--- src/rtl/if_pc_gen_pkg.sv ---
// Shared constants for the instruction-fetch PC generator: boot vector,
// IF exception flag index and FSM state encodings.
package if_pc_gen_pkg;

    localparam logic [31:0] RESET_PC_DEFAULT = 32'hBFC0_0000;
    localparam int          EXC_IF_ADEL      = 0;

    typedef enum logic [1:0] {
        ST_BOOT    = 2'd0,
        ST_RUN     = 2'd1,
        ST_BR_PEND = 2'd2
    } pc_state_t;

endpackage

--- src/rtl/if_addr_map.sv ---
// Virtual-to-physical fetch address map: kseg0/kseg1 fold onto the low
// 512 MB, every other segment passes through unmapped.
module if_addr_map (
    input  logic [31:0] vaddr,
    output logic [31:0] paddr
);

    always_comb begin
        if (vaddr[31:30] == 2'b10) begin
            paddr = {3'b000, vaddr[28:0]};
        end else begin
            paddr = vaddr;
        end
    end

endmodule

--- src/rtl/if_pc_gen.sv ---
// IF-stage PC generator: boot sequencing, sequential fetch, branch and
// exception redirects, with a one-deep pending branch held across stalls.
module if_pc_gen
    import if_pc_gen_pkg::*;
#(
    parameter logic [31:0] RESET_PC = RESET_PC_DEFAULT
) (
    input  logic        clock_i,
    input  logic        reset_i,
    input  logic [3:0]  stall_i,
    input  logic        branch_enable_i,
    input  logic [31:0] branch_target_i,
    input  logic        exception_i,
    input  logic [31:0] exception_pc_i,
    output logic [31:0] if_pc_o,
    output logic [31:0] if_exception_type_o,
    output logic        if_inst_ren_o,
    output logic [31:0] inst_addr_o
);

    pc_state_t   state, state_next;
    logic [31:0] pc, pc_next;
    logic [31:0] pend_target, pend_target_next;
    logic        advance;

    assign advance = (stall_i == 4'b0000);

    // NOTE: every variable gets a default before the case so no path can
    // leave it unassigned and infer a latch.
    always_comb begin
        state_next       = state;
        pc_next          = pc;
        pend_target_next = pend_target;

        if (exception_i) begin
            pc_next          = exception_pc_i;
            pend_target_next = '0;
            state_next       = ST_RUN;
        end else begin
            unique case (state)
                ST_BOOT: begin
                    state_next = ST_RUN;
                end
                ST_RUN: begin
                    if (advance) begin
                        pc_next = branch_enable_i ? branch_target_i : pc + 32'd4;
                    end else if (branch_enable_i) begin
                        pend_target_next = branch_target_i;
                        state_next       = ST_BR_PEND;
                    end
                end
                ST_BR_PEND: begin
                    if (advance) begin
                        // A branch resolved in the release cycle is younger than the pending one.
                        pc_next          = branch_enable_i ? branch_target_i : pend_target;
                        pend_target_next = '0;
                        state_next       = ST_RUN;
                    end else if (branch_enable_i) begin
                        pend_target_next = branch_target_i;
                    end
                end
                default: begin
                    state_next = ST_RUN;
                end
            endcase
        end
    end

    // NOTE: sequential state uses non-blocking assignments so every register
    // samples the pre-edge values regardless of statement order.
    always_ff @(posedge clock_i or posedge reset_i) begin
        if (reset_i) begin
            state       <= ST_BOOT;
            pc          <= RESET_PC;
            pend_target <= '0;
        end else begin
            state       <= state_next;
            pc          <= pc_next;
            pend_target <= pend_target_next;
        end
    end

    always_comb begin
        if_exception_type_o              = '0;
        if_exception_type_o[EXC_IF_ADEL] = (pc[1:0] != 2'b00);
    end

    assign if_pc_o       = pc;
    assign if_inst_ren_o = (state != ST_BOOT) && (pc[1:0] == 2'b00);

    if_addr_map u_addr_map (
        .vaddr (pc),
        .paddr (inst_addr_o)
    );

endmodule

--- config.mk ---
export PLATFORM = sky130hd
export DESIGN_NAME = if_pc_gen
export DESIGN_NICKNAME = d
export VERILOG_FILES = /design/src/rtl/if_pc_gen_pkg.sv /design/src/rtl/if_addr_map.sv /design/src/rtl/if_pc_gen.sv
export SDC_FILE = /design/constraint.sdc
export NUM_CORES = 1
export LEC_CHECK = 0
export CAP_MARGIN = 20
export CORE_MARGIN = 4
export CORE_UTILIZATION = 45
export DETAILED_ROUTE_END_ITERATION = 16
export GPL_ROUTABILITY_DRIVEN = 0
export PLACE_DENSITY = 0.93
export SYNTH_ARGS = -nofsm -noshare
export SYNTH_HDL_FRONTEND = slang
export SYNTH_SLANG_ARGS = --single-unit
--- constraint.sdc ---
create_clock -name clock_i -period 2.5 [get_ports clock_i]
set_clock_uncertainty 0.15 [all_clocks]
set_input_delay 0.5 -clock clock_i [delete_from_list [all_inputs] [get_ports clock_i]]
set_output_delay 0.5 -clock clock_i [all_outputs]
set_load 0.01 [all_outputs]
Word-level counts from Yosys, hierarchy flattened
Index checks and enable logic that the tools add are counted.
{"block": "word_totals", "reg_bits": 66, "inputBits": 72, "out_inout_bits": 97, "wordCells": 36}
{"block": "classes", "addsub": 1, "eq_ne": 7, "n_mux": 16, "n_reduce_logical": 9}
{"operator": "$mux W32", "n": 9}
{"operator": "$pmux W32 S2", "n": 2}
{"operator": "$add A32 B3 Y32 const B", "n": 1}
{"operator": "$ne A3 B3 Y1 const B", "n": 4}
{"operator": "$mux W2", "n": 4}
{"operator": "$reduce_and A3 Y1", "n": 2}
{"operator": "$eq A2 B2 Y1 const B", "n": 2}
{"operator": "$logic_not A4 Y1", "n": 1}
{"operator": "$pmux W2 S2", "n": 1}
{"operator": "$reduce_bool A2 Y1", "n": 2}
{"operator": "$reduce_bool A3 Y1", "n": 1}
{"operator": "$eq A2 B1 Y1 const B", "n": 1}
{"operator": "$logic_not A2 Y1", "n": 1}
{"operator": "$reduce_and A2 Y1", "n": 1}
{"operator": "$logic_and A1 B1 Y1", "n": 1}

Depth between registers and ports, before layout
{"block": "logic_depth", "word_depth": 5, "ltp_mapped": 7, "mapped_depth_nobuf": 6}

Cells and area by module
Synthesis repeated with hierarchy kept, for this count alone.
{"block": "hier_totals", "hier_cells": 538, "hier_area_um2": 4593.2}
{"mod": "if_pc_gen", "n_inst": 1, "cells_each": 505, "area_per_inst_um2": 4349.2, "seq_area_each_um2": 1662.8}
{"mod": "if_addr_map", "n_inst": 1, "cells_each": 33, "area_per_inst_um2": 244.0, "seq_area_each_um2": 0.0}

Worst setup path after synthesis
No wires, ideal clock.
{"block": "synth_timing", "path_kind": "reg-to-reg", "start": "reg pc[2], in the netlist if_pc_o[2]", "end": "reg pc[26], in the netlist if_pc_o[26]", "setup_time_ns": 0.061, "arrival_ns": 1.990, "required_ns": 2.289, "setup_slack_ns": 0.299, "path_stages_with_launch": 8, "path_buffers": 1, "synth_period_minus_slack_ns": 2.201, "path_cell_list": "dfrtp_1 -> ha_1 -> nand3_1 -> or2_2 -> clkbuf_1 -> or3_4 -> o41ai_2 -> a22o_1"}
{"block": "synth_via", "elab_chain_len": 5}
{"item": "start: declaration", "line": "if_pc_gen.sv:22", "rtl": "logic [31:0] pc, pc_next;"}
{"item": "start signal: assignment", "line": "if_pc_gen.sv:78", "rtl": "pc <= pc_next;"}
{"item": "$add A32 B3 Y32", "line": "if_pc_gen.sv:46", "rtl": "pc_next = branch_enable_i ? branch_target_i : pc + 32'd4;"}
{"item": "$mux W32", "line": "if_pc_gen.sv:46"}
{"item": "$mux W32", "line": "if_pc_gen.sv:45", "rtl": "if (advance) begin"}
{"item": "$pmux W32 S2", "line": "if_pc_gen.sv:40", "rtl": "unique case (state)"}
{"item": "$mux W32", "line": "if_pc_gen.sv:35", "rtl": "if (exception_i) begin"}
No other way between the ends. The select of a mux whose other input is x is not followed.
A chain may end at the register's enable or synchronous reset.

Worst setup path after layout
{"block": "layout_timing", "start": "reg pc[0], in the netlist if_pc_o[0]", "end": "out if_inst_ren_o"}
{"block": "layout_via", "elab_chain_len": 2}
{"item": "$logic_not A2 Y1", "line": "if_pc_gen.sv:89", "rtl": "assign if_inst_ren_o = (state != ST_BOOT) && (pc[1:0] == 2'b00);"}
{"item": "$logic_and A1 B1 Y1", "line": "if_pc_gen.sv:89"}
{"item": "end: declaration", "line": "if_pc_gen.sv:17", "rtl": "output logic if_inst_ren_o,"}
No other way between the ends.

==> flow_metrics.env <==
export IMPL_ys_ff_latch=66
export IMPL_clk_latency_ps=350
export IMPL_layout_common_cells="135 x clkdlybuf4s50_1, 57 x dfrtp_1, 46 x nand2_1, 43 x o21ai_0, 37 x buf_4"
export IMPL_clock_power_share_pct=28.3
export IMPL_r2r_end="if_pc_o[26]$_DFFE_PP1P_"
export IMPL_clock_fmax_mhz=422.6
export IMPL_dp_cells=760
export IMPL_fin_crit_sh_pct=94.66
export IMPL_numCtsBuffers=9
export IMPL_ys_warn_count=0
export IMPL_total_power_mw=3.190
export IMPL_instances_no_fill=776
export IMPL_wl_met3_um=1756
export IMPL_rr_startpoint="if_pc_o[2]$_DFFE_PP0P_"
export IMPL_synth_edf_count=0
export IMPL_r2r_setup_slack_ps=150
export IMPL_syn_area_per_cell_sq_um=8.620
export IMPL_p_int_mw=2.189
export IMPL_finalWorstPathRequiredPeriod_ps=2367
export IMPL_dr_wl_met2_um=6777
export IMPL_power_switching_mw=1.001
export IMPL_syn_inst=517
export IMPL_route_detailed_drc=0
export IMPL_cts_root_buf="clkbuf_8"
export IMPL_clockBufferDepth=2
export IMPL_antennaDiodeCount=0
export IMPL_placed_cell_area_sq_um=5818
export IMPL_synth_area_sq_um=4457
export IMPL_synth_cell_type_count=67
export IMPL_io_pins=169
export IMPL_crit_arrival_ps=1720
export IMPL_max_cap_violations=0
export IMPL_row_count=36
export IMPL_setup_viol=0
export IMPL_crit_fanout=4
export IMPL_viasPerCell=6.115
export IMPL_yosysSeqAreaShare_pct=37.31
export IMPL_antenna_found_initial=0
export IMPL_htree_levels=3
export IMPL_slew_violations=0
export IMPL_final_common_cell="clkdlybuf4s50_1"
export IMPL_syn_to_final_growth_pct=35.06
export IMPL_holdPathEnd="pend_target[21]$_DFFE_PP0P_"
export IMPL_grt_total_usage_pct=25.26
export IMPL_wirelength_um=14670
export IMPL_p_leak_nw=2.451
export IMPL_required_ps=1850
export IMPL_drt_iter0_markers=557
export IMPL_cts_resized=0
export IMPL_clkSinkCount=66
export IMPL_synth_async_reset_ratio_pct=100.0
export IMPL_layout_nets=711
export IMPL_highest_layer="met4"
export IMPL_met1_length_um=5424
export IMPL_p_sw_share_pct=31.37
export IMPL_seq_power_share_pct=42.2
export IMPL_first_pass_iters=6
export IMPL_postCtsSetupBuffers=0
export IMPL_synthFlopType="dfrtp_1"
export IMPL_max_slew_margin_pct=52.28
export IMPL_r2r_cells=6
export IMPL_stdcell_area_sq_um=6020
export IMPL_grt_max_degree=46
export IMPL_wire_per_inst_um=18.91
export IMPL_cp_end_kind="output pin"
export IMPL_min_from="pend_target[21]$_DFFE_PP0P_"
export IMPL_comb_power_share_pct=29.5
export IMPL_die_height_um=107.5
export IMPL_die_area_sq_um=11560
export IMPL_grt_overflow=0
export IMPL_rsz0062_at_grt="no"
export IMPL_coreArea_sq_um=9729
export IMPL_worstSetupPathType="reg2out"
export IMPL_start_util_pct=45.81
export IMPL_cts_tree="yes"
export IMPL_final_hold_violation_count=0
export IMPL_tightest_slew_ps=697.7
export IMPL_ant_nets=0
export IMPL_layout_drive_gt1_share_pct=12.60
export IMPL_hold_class="reg2reg"
export IMPL_die_width_um=107.5
export IMPL_grt_pass1_vias=4475
export IMPL_vdd_drop_max_uv=231.8
export IMPL_portBuffers=137
export IMPL_grt_pass1_wl_um=23040
export IMPL_power_density_nw_per_um2=529.9
export IMPL_start_kind="flop"
export IMPL_num_vias=4745
export IMPL_postCtsHoldBufs=0
export IMPL_status="completed"
export IMPL_path_clk_slew_ps=70
export IMPL_hpwl_um=10920
export IMPL_hold_path_cell_count=1
==> layout make-up <==
type	count	area (sq um)
sequential	66	1663
tap	133	166.4
timing repair buffer	175	1659
inverter	11	41.29
clock inverter	1	5.005
clock buffer	15	196.4
fill	773	3710
multi-input combinational	375	2288
==> flip-flops by register name (all words and copies together) (netlist names) <==
register and flops:
if_pc_o 32, pend_target 32, state 2
==> kinds of logic after synthesis <==
logic type / Yosys count / share of synthesized area, %
compound gates: 183 / 28.66
other cells: 1 / 0.08414
buf+inv: 106 / 14.06
simple gates: 154 / 18.28
flops: 66 / 37.31
fa+ha+maj: 1 / 0.2807
mux: 4 / 0.9265
xor+xnor: 2 / 0.3931
==> power groups by stage <==
stage               clock network (mW)  registers (mW)  logic [mW]
detailed placement                   0            1.36       0.931
global placement                     0            1.35       0.903
finish                           0.904            1.35       0.940
global route                     0.955            1.37        1.00
CTS                              0.908            1.34       0.935
floorplan                            0            1.35       0.498
==> cells in the mapped netlist, drive strengths merged, types with 4 or more instances <==
library cell / count / area share [%]
a21oi: 31 / 3.5
a221oi: 8 / 1.6
nor3: 12 / 1.5
nand2b: 4 / 0.56
o311ai: 4 / 0.79
nor2: 35 / 2.9
nor2b: 4 / 0.56
o22ai: 7 / 0.98
and2: 4 / 0.56
dfstp: 9 / 5.3
a211oi: 4 / 0.67
inv: 10 / 0.84
buf: 64 / 11
a31oi: 9 / 1.3
clkbuf: 31 / 2.6
a221o: 4 / 0.90
o211ai: 4 / 0.67
nor4: 6 / 1.5
and3: 4 / 0.56
nand2: 46 / 3.9
nand3: 14 / 1.7
nand4: 7 / 1.3
a22oi: 6 / 1.0
a22o: 36 / 7.1
o21ai: 43 / 4.8
or3: 4 / 0.67
dfrtp: 57 / 32
==> critical path, stage by stage, from the launching register on <==
cell	delay, ps
dfrtp_1	410
or2_2	310
nor2_1	110
clkdlybuf4s50_1	540
==> layer usage <==
layer | vias to the layer above | global-route usage, %
met4 | 0 | 12.71
met1 | 2196 | 32.71
met2 | 395 | 39.79
met3 | 72 | 5.459
met5 | - | 0
li1 | 2082 | -
==> metrics by stage <==
step / util, % / hold slack [ps] / setup WS, ps / TNS [ps]
after floorplan: - / 307.9 / 210.1 / 0
after global placement: 59.80 / 324.2 / -5.885 / -5.885
after detailed placement: 59.80 / 323.2 / -87.63 / -2186
after CTS: 61.87 / 354.4 / 123.3 / 0
after global routing: 61.87 / 361.7 / 47.20 / 0
final: 61.87 / 354.0 / 133.5 / 0
==> how the worst max path moves through the flow <==
| stage | start | to | slack (ps) | cells after the start |
|---|---|---|---|---|
| 2_1_floorplan | reset_i | if_pc_o[0]$_DFFE_PP0P_ | 210 | 1 |
| 6_report | if_pc_o[0]$_DFFE_PP0P_ | if_inst_ren_o | 130 | 3 |
| 3_3_place_gp | stall_i[1] | if_pc_o[30]$_DFFE_PP0P_ | -6 | 6 |
| 3_5_place_dp | stall_i[1] | pend_target[12]$_DFFE_PP0P_ | -90 | 8 |
| 5_1_grt | if_pc_o[2]$_DFFE_PP0P_ | if_pc_o[26]$_DFFE_PP1P_ | 50 | 6 |
| 4_1_cts | if_pc_o[0]$_DFFE_PP0P_ | if_inst_ren_o | 120 | 3 |
(Power assumes the default switching activity.)
